==> config.mk <==
export PLATFORM = sky130hd
export DESIGN_NAME = fetch_unit
export DESIGN_NICKNAME = d
export VERILOG_FILES = /design/src/rtl/fetch_unit.sv
export SDC_FILE = /design/constraint.sdc
export NUM_CORES = 1
export LEC_CHECK = 0
export CAP_MARGIN = 20
export CELL_PAD_IN_SITES_DETAIL_PLACEMENT = 1
export CELL_PAD_IN_SITES_GLOBAL_PLACEMENT = 1
export CORE_ASPECT_RATIO = 2
export CORE_MARGIN = 2
export CORE_UTILIZATION = 42
export CTS_CLUSTER_SIZE = 12
export DETAILED_ROUTE_END_ITERATION = 12
export PLACE_DENSITY_LB_ADDON = 0.1
export SYNTH_ARGS = -nofsm -noshare
export SYNTH_HDL_FRONTEND = slang
export SYNTH_SLANG_ARGS = --single-unit
==> constraint.sdc <==
create_clock -name clock -period 5.1 [get_ports clock]
set_input_delay 0.765 -clock clock [delete_from_list [all_inputs] [get_ports clock]]
set_output_delay 0.765 -clock clock [all_outputs]
set_load 0.02 [all_outputs]
==> src/rtl/fetch_unit.sv <==
// rtl/fetch_unit.sv - instruction fetch front end with credit-limited buffer and redirect flush
module fetch_unit #(
  parameter logic [31:0] RESET_PC = 32'h0000_0000,
  parameter int          DEPTH    = 2
) (
  input  logic        clock,
  input  logic        reset,
  input  logic        redirect_valid,
  input  logic [31:0] redirect_pc,
  output logic        req_valid,
  input  logic        req_ready,
  output logic [31:0] req_addr,
  input  logic        resp_valid,
  input  logic [31:0] resp_data,
  output logic        instr_valid,
  input  logic        instr_ready,
  output logic [31:0] instr_data,
  output logic [31:0] instr_pc,
  output logic        fault
);

  localparam int CW = $clog2(DEPTH + 1);
  localparam int PW = (DEPTH > 1) ? $clog2(DEPTH) : 1;
  localparam logic [CW:0] DEPTH_C = (CW + 1)'(DEPTH);

  logic [31:0]   fetch_pc_q, fetch_pc_d;
  logic [31:0]   resp_pc_q, resp_pc_d;
  logic [CW-1:0] out_q, out_d;
  logic [CW-1:0] drop_q, drop_d;
  logic [CW-1:0] cnt_q, cnt_d;
  logic [PW-1:0] rd_q, rd_d;
  logic [PW-1:0] wr_q, wr_d;
  logic          fault_q, fault_d;

  logic [31:0]   buf_pc   [DEPTH];
  logic [31:0]   buf_data [DEPTH];

  logic          req_fire;
  logic          push;
  logic          pop;
  logic [CW:0]   credits_used;

  function automatic logic [PW-1:0] ptr_inc(input logic [PW-1:0] p);
    return (p == PW'(DEPTH - 1)) ? '0 : p + PW'(1);
  endfunction

  // Buffered entries and in-flight requests share one credit pool, so a response always has room.
  assign credits_used = {1'b0, out_q} + {1'b0, cnt_q};
  assign req_valid    = !reset && !fault_q && !redirect_valid && (credits_used < DEPTH_C);
  assign req_addr     = fetch_pc_q;
  assign instr_valid  = !reset && (cnt_q != '0) && !redirect_valid;
  assign instr_pc     = buf_pc[rd_q];
  assign instr_data   = buf_data[rd_q];
  assign fault        = fault_q;

  assign req_fire = req_valid && req_ready;
  assign pop      = instr_valid && instr_ready;
  assign push     = resp_valid && !redirect_valid && (drop_q == '0);

  always_comb begin
    fetch_pc_d = fetch_pc_q;
    resp_pc_d  = resp_pc_q;
    drop_d     = drop_q;
    cnt_d      = cnt_q;
    rd_d       = rd_q;
    wr_d       = wr_q;
    fault_d    = fault_q;
    out_d      = out_q + CW'(req_fire) - CW'(resp_valid);
    if (req_fire) begin
      fetch_pc_d = fetch_pc_q + 32'd4;
    end
    if (redirect_valid) begin
      // Every request still in flight after this cycle belongs to the old path.
      fetch_pc_d = redirect_pc;
      resp_pc_d  = redirect_pc;
      drop_d     = out_d;
      cnt_d      = '0;
      rd_d       = '0;
      wr_d       = '0;
      fault_d    = (redirect_pc[1:0] != 2'b00);
    end else begin
      if (resp_valid) begin
        if (drop_q != '0) begin
          drop_d = drop_q - CW'(1);
        end else begin
          resp_pc_d = resp_pc_q + 32'd4;
        end
      end
      if (push) begin
        wr_d = ptr_inc(wr_q);
      end
      if (pop) begin
        rd_d = ptr_inc(rd_q);
      end
      cnt_d = cnt_q + CW'(push) - CW'(pop);
    end
  end

  always_ff @(posedge clock or posedge reset) begin
    if (reset) begin
      fetch_pc_q <= RESET_PC;
      resp_pc_q  <= RESET_PC;
      out_q      <= '0;
      drop_q     <= '0;
      cnt_q      <= '0;
      rd_q       <= '0;
      wr_q       <= '0;
      fault_q    <= 1'b0;
    end else begin
      fetch_pc_q <= fetch_pc_d;
      resp_pc_q  <= resp_pc_d;
      out_q      <= out_d;
      drop_q     <= drop_d;
      cnt_q      <= cnt_d;
      rd_q       <= rd_d;
      wr_q       <= wr_d;
      fault_q    <= fault_d;
    end
  end

  always_ff @(posedge clock) begin
    if (push) begin
      buf_pc[wr_q]   <= resp_pc_q;
      buf_data[wr_q] <= resp_data;
    end
  end

  a_no_overflow: assert property (@(posedge clock) disable iff (reset)
    !(push && (cnt_q == CW'(DEPTH))));

endmodule

==> run metrics, run 1 <==
status completed; Yosys cell types 53; maximum clock path buffer count 3; CP Capture Type output port; CP peak stage delay 620 ps; Congestion Overflow GR 0; IO Port Bufs about 170; remaining antenna violation count after routing 0; CP Max Fanout 4; final setup fails 0; mean post-synth cell area 13.36 um2; ant diodes 0; worst r2r path cells 11; Lkg Pwr 4.027 nW; Tmin final between 3000 and 4000 ps; Starting Density 42.65%; # Max-Cap Violations 0; Die Height 210.2 um; commonest non-fill, non-tap cell in the layout clkdlybuf4s50_1; Switching Fraction 27.58%; Nets 915; pwr/cell area 372.3 nW/um2; Hold EP buf_pc[1][0]; Area Overhead vs Synth 28.74%; CTS tree yes; worst path arrival time 2890 ps; drt first pass iters 4; RSZ-0062 raised after global routing no; setup TNS 0 ps; syn nets 746; post-CTS resize count 0; first-pass GRT wire length 37.09 mm; most frequent cells in the layout clkdlybuf4s50_1, edfxtp_1, mux2_2, dfrtp_1, nor2_1; largest net degree at the start of global routing 72; vias after detailed routing 6284; total CTS buffers 21; Slew Limit Fails 0; Ports roughly 170; gpl congestion about 0.86; Synth Instances 668; Slew HR approximately a third; initial DRC count 270; flip-flop and latch area ~5700 um2; Total Wirelength about 23 mm; Cell Area, Synth 8926 um2; Detailed Place HPWL between 15 and 20 mm; WP data required 4340 ps; post-DR vias/cell roughly 5.6; count of hold-fix buffers inserted at cts 0; P_int 3.099 mW; initial antenna violation count 0; fillers 2157; Reg2Reg Setup Slack 1970 ps; CP Launch Type register; Post-route DRC 0; CTS clk-pin slew, worst paths 60 ps; asr flop ratio synth about 36%; R2R Path End drop_q[1]; DIE AREA between 20000 and 25000 um2; critical-path cell list and2_1 > fa_1 > or4_4 > nor2_1 > clkdlybuf4s50_1; clock power share approximately a third; Core ar. between 20000 and 25000 um2; Worst Hold Class reg -> reg; post-route clock skew about 8.9 ps; Tcrit/Tclk final 71.58%; CP max stage cell clkdlybuf4s50_1; Slew @ Worst Pin approximately 1000 ps; flops & latches, synth 201; final core utilization between 50 and 60%; multi-input logic area between 3000 and 4000 um2; Logic pwr share 19.2%; clk root buf clkbuf_16; crit-path leading delay family simple AND/OR/NAND/NOR gates; Die Wd 107.1 um; GRT Overall Usage 20.75%; Seq/Total Area, Yosys 63.53%; drt wl/cell 20.44 um; share of layout cells above drive strength 1 between 10% and 20%; FP Rows 75; worst skew pair latency roughly 500 ps; Post-synth EDFFs about 130; min-delay src resp_pc_q[0]; Hold Violations, Final 0; vias in the first global route approximately 6.9k; NetSw 1.180 mW; Post-synth top flop edfxtp_1; Hold Crit Depth 0; Synthesis Warnings 0; RR Startpoint cnt_q[0]; Peak supply drop 0.2363 mV; postcts setup bufs 0; Buf+Inv Stages, Crit Path 1; sequential power share 48.1%; clk sink count between 200 and 250; critical path class reg -> out; Worst Setup SP cnt_q[0]; H-tree depth 1; Max Clk Rate 0.2739 GHz
-- cell families (layout without fill, tap and decap cells) --
family / count (synthesis) / in the layout / synth area share [%]
buffers and inverters: 47 / 231 / 2.369
flip-flops: 201 / 201 / 63.53
XOR/XNOR: 21 / 21 / 2.060
AND/OR/NAND/NOR: 218 / 218 / 13.81
multiplexers: 78 / 78 / 9.798
AO/OA/AOI/OAI: 95 / 95 / 7.233
adder cells (fa/ha/maj): 8 / 8 / 1.205
-- sequential cells by signal, indices dropped and copies added, names as in the netlist --
| name | cells |
|---|---|
| buf_data | 64 |
| buf_pc | 64 |
| cnt_q | 2 |
| drop_q | 2 |
| fault | 1 |
| out_q | 2 |
| rd_q | 1 |
| req_addr | 32 |
| resp_pc_q | 32 |
| wr_q | 1 |
-- final cells by class --
cell class	instances	area share, %
tap	269	2.929
multi-input combinational	420	26.68
sequential	201	49.36
clock buffer	34	5.085
clock inverter	4	0.2178
inverter	15	0.4900
timing repair buffer	178	15.24
-- worst max path at each step --
stage	endpoint	depth (start not counted)	slack [ps]
after floorplan	buf_data[0][0]	4	610
after global placement	req_addr[27]	5	1780
after detailed placement	req_addr[29]	5	1600
after CTS	instr_data[11]	3	1370
after global routing	instr_data[0]	3	1290
final	req_valid	5	1450
-- through the flow --
stage	setup slack [ps]	cells	hold WS, ps	power [mW]	cell area, um2
final	1450	1121	498.2	4.278	11490
after floorplan	612.0	668	442.1	2.531	8926
after detailed placement	1600	1082	464.1	2.922	10870
after global placement	1777	1082	450.8	2.876	10870
after CTS	1371	1120	496.4	4.342	11480
after global routing	1288	1121	523.1	4.478	11490
-- per-layer routing --
layer  routed length (um)  track usage, %
met1                 8958           24.63
met2                12360           37.49
met4                  735           8.195
met3                  865           2.628
met5                    0               0
-- worst register-to-register path, stage by stage (launching register included) --
cell     delay [ps]
dfrtp_1         400
and2_1          160
fa_1            480
nor4_2          810
nand3_1         170
ha_1            310
inv_1            40
ha_1            180
xnor2_1         170
xnor2_1         160
nand2_1          80
o21ai_0          90
-- synthesized netlist by cell type (7+ instances only) --
master    number  share of area (%)
clkbuf_1      22               0.93
nand2_1       29                1.2
or3_1          9               0.63
and3_1        10               0.70
nand4_1       25                1.8
edfxtp_1     128                 43
o31ai_1       11               0.93
dfrtp_1       73                 20
and2_1         7               0.49
or4_1          9               0.76
a211oi_1      19                1.6
and4_1        16                1.6
xnor2_1       17                1.7
nor4_1         7               0.49
mux2_2        75                9.5
a31oi_1       16                1.1
a21oi_1       10               0.56
nor3_1        19                1.1
inv_1         14               0.59
o21ai_0       20                1.1
nor2_1        41                1.7
nand3_1       19                1.1
ha_1           7               0.98
-- power by group through the flow --
stage / Clock, mW / Sequential [mW] / Combinational [mW]
6_report: 1.40 / 2.06 / 0.822
5_1_grt: 1.50 / 2.08 / 0.895
4_1_cts: 1.45 / 2.06 / 0.837
3_5_place_dp: 0 / 2.09 / 0.832
3_3_place_gp: 0 / 2.07 / 0.804
2_1_floorplan: 0 / 2.07 / 0.458
Power figures use the tool's default switching activity.
==> inputs of run 2 (changes only) <==
==> constraint.sdc (replaced) <==
create_clock -name clock -period 3.67 [get_ports clock]
set_input_delay 0.5505 -clock clock [delete_from_list [all_inputs] [get_ports clock]]
set_output_delay 0.5505 -clock clock [all_outputs]
set_load 0.02 [all_outputs]
==> run 2 against run 1 <==
Global-route usage decreased by 0.14 points; utilization increased by 0.49 points; clock power increased by 43%; sequential share of layout area decreased by 0.44 points; count of clock-buffer cells in the layout increased by 1; setup slack got worse by 1200 ps; sequential cell count unchanged; via count increased by 0.38%; highest routed layer unchanged; hold slack got worse by 14 ps; register-to-register slack got worse by 1300 ps.
==> run metrics, run 2 (synthesis gave the netlist of run 1 again) <==
WP data required 3120 ps (was 4340 ps); R2R Path End req_addr[23] (was drop_q[1]); clock power share 33.2% (was 32.7%); Area Overhead vs Synth 29.88% (was 28.74%); clk root buf clkbuf_16 (unchanged); Max Clk Rate 0.2914 GHz; CP Capture Type output port (unchanged); Slew HR 48.70% (was 33.00%); CTS tree yes (unchanged); NetSw 1.641 mW (was 1.180 mW); Die Wd 107.1 um (unchanged); Cells after DPL 1086 (was 1082); CP Launch Type register (unchanged); DIE AREA 22510 um2 (unchanged); GRT Overall Usage 20.60% (was 20.75%); Worst Hold Class in -> reg (was reg -> reg); Placed Instance Area 10970 um2 (was 10870 um2); Place WS 669.1 ps (was 1600 ps); Tmin final 3432 ps; share of layout cells above drive strength 1 15.22% (was 14.91%); Post-route DRC 0 (unchanged); status completed (unchanged); gpl congestion 0.8509 (was 0.8566); crit path to req_valid (unchanged); final setup fails 0 (unchanged); Hold Slack 483.9 ps (was 498.2 ps); postcts setup bufs 0 (unchanged); worst r2r path cells 6 (was 11); Nets 918 (was 915); vias in the first global route 6963 (was 6850); Hold Violations, Final 0 (unchanged); Congestion Overflow GR 0 (unchanged); H-tree depth 1 (unchanged); ant diodes 0 (unchanged); post-route cell area 11590 um2 (was 11490 um2); Logic pwr share 19.4% (was 19.2%); Slew Limit Fails 0 (unchanged); post-CTS resize count 0 (unchanged); pwr/cell area 520.3 nW/um2 (was 372.3 nW/um2); # Max-Cap Violations 0 (unchanged); Ports 169 (unchanged); RR Startpoint cnt_q[0] (unchanged); count of hold-fix buffers inserted at cts 0 (unchanged); Worst Setup SP cnt_q[0] (unchanged); Starting Density 42.65% (unchanged); Detailed Place HPWL 16.17 mm (was 16.12 mm); largest net degree at the start of global routing 74 (was 72); maximum clock path buffer count 3 (unchanged); Core ar. 20930 um2 (unchanged); most frequent cells in the layout clkdlybuf4s50_1, edfxtp_1, mux2_2, dfrtp_1, nor2_1 (unchanged); Non-Filler Instances 1123 (was 1121); Tcrit/Tclk final ~94%; CP Max Fanout 4 (unchanged); sequential power share 47.3% (was 48.1%); PnR worst setup slack 238.2 ps (was 1450 ps); Total Wirelength 22.97 mm (was 22.91 mm); drt first pass iters 4 (unchanged); worst skew pair latency 490 ps (was 500 ps); IO Port Bufs 168 (unchanged); vias after detailed routing 6308 (was 6284); drt wl/cell 20.45 um (was 20.44 um); initial antenna violation count 0 (unchanged); first-pass GRT wire length 36.87 mm (was 37.09 mm); Die Height 210.2 um (unchanged); commonest non-fill, non-tap cell in the layout clkdlybuf4s50_1 (unchanged); total CTS buffers 21 (unchanged); Reg2Reg Setup Slack 680 ps (was 1970 ps); critical path class reg -> out (unchanged); Lkg Pwr 4.066 nW (was 4.027 nW); Slew @ Worst Pin 762.5 ps (was 995.9 ps); FP Rows 75 (unchanged); remaining antenna violation count after routing 0 (unchanged); post-DR vias/cell 5.617 (was 5.606); RSZ-0062 raised after global routing no (unchanged); clk sink count 201 (unchanged); post-route clock skew 12.22 ps (was 8.899 ps); Peak supply drop 0.3687 mV (was 0.2363 mV); CTS clk-pin slew, worst paths 70 ps (was 60 ps); worst path arrival time 2880 ps (was 2890 ps); largest registers buf_data (64), buf_pc (64) (unchanged); Switching Fraction 27.20% (was 27.58%); initial DRC count 260 (was 270); P_int 4.392 mW (was 3.099 mW)
[run 2: stage by stage]
step / util (%) / total power, mW / setup TNS (ps)
3_5_place_dp: 52.41 / 4.086 / 0
2_1_floorplan: - / 3.517 / -77240
5_1_grt: 55.40 / 6.293 / 0
3_3_place_gp: 52.41 / 4.014 / 0
6_report: 55.40 / 6.032 / 0
4_1_cts: 55.40 / 6.100 / 0
[run 2: critical path, stage by stage (launching register included)]
cell	delay, ps
dfrtp_1	410
and2_1	160
fa_1	480
or4_4	620
nor2_1	110
clkdlybuf4s50_1	610
[run 2: final cells by class]
type,count,area [um2]
clock buffer,35,588.1
clock inverter,2,38.79
fill,2119,9333
inverter,15,56.30
multi-input combinational,420,3065
sequential,201,5672
tap,269,336.6
timing repair buffer,181,1837
[run 2: layer usage]
layer / up-vias / part of all wire (%) / GRT usage, %
met2: 159 / 55 / 38.83
met1: 3199 / 38 / 23.59
met4: 0 / 2.6 / 6.538
met5: - / 0 / 0
met3: 36 / 4.1 / 2.783
li1: 2914 / - / -
[run 2: how the worst min path moves through the flow]
stage              startpoint            to  cells past startpoint
2_1_floorplan    resp_pc_q[0]  buf_pc[0][0]                      0
3_3_place_gp     resp_pc_q[1]  buf_pc[1][1]                      0
3_5_place_dp     resp_pc_q[0]  buf_pc[1][0]                      0
4_1_cts        redirect_valid      cnt_q[0]                      2
5_1_grt          resp_pc_q[0]  buf_pc[0][0]                      0
6_report       redirect_valid      cnt_q[0]                      2
[run 2: power groups by stage]
stage	registers, mW	clock network, mW	logic [mW]
finish	2.86	2.00	1.17
global route	2.89	2.13	1.27
CTS	2.86	2.05	1.19
detailed placement	2.90	0	1.19
global placement	2.87	0	1.14
floorplan	2.88	0	0.636
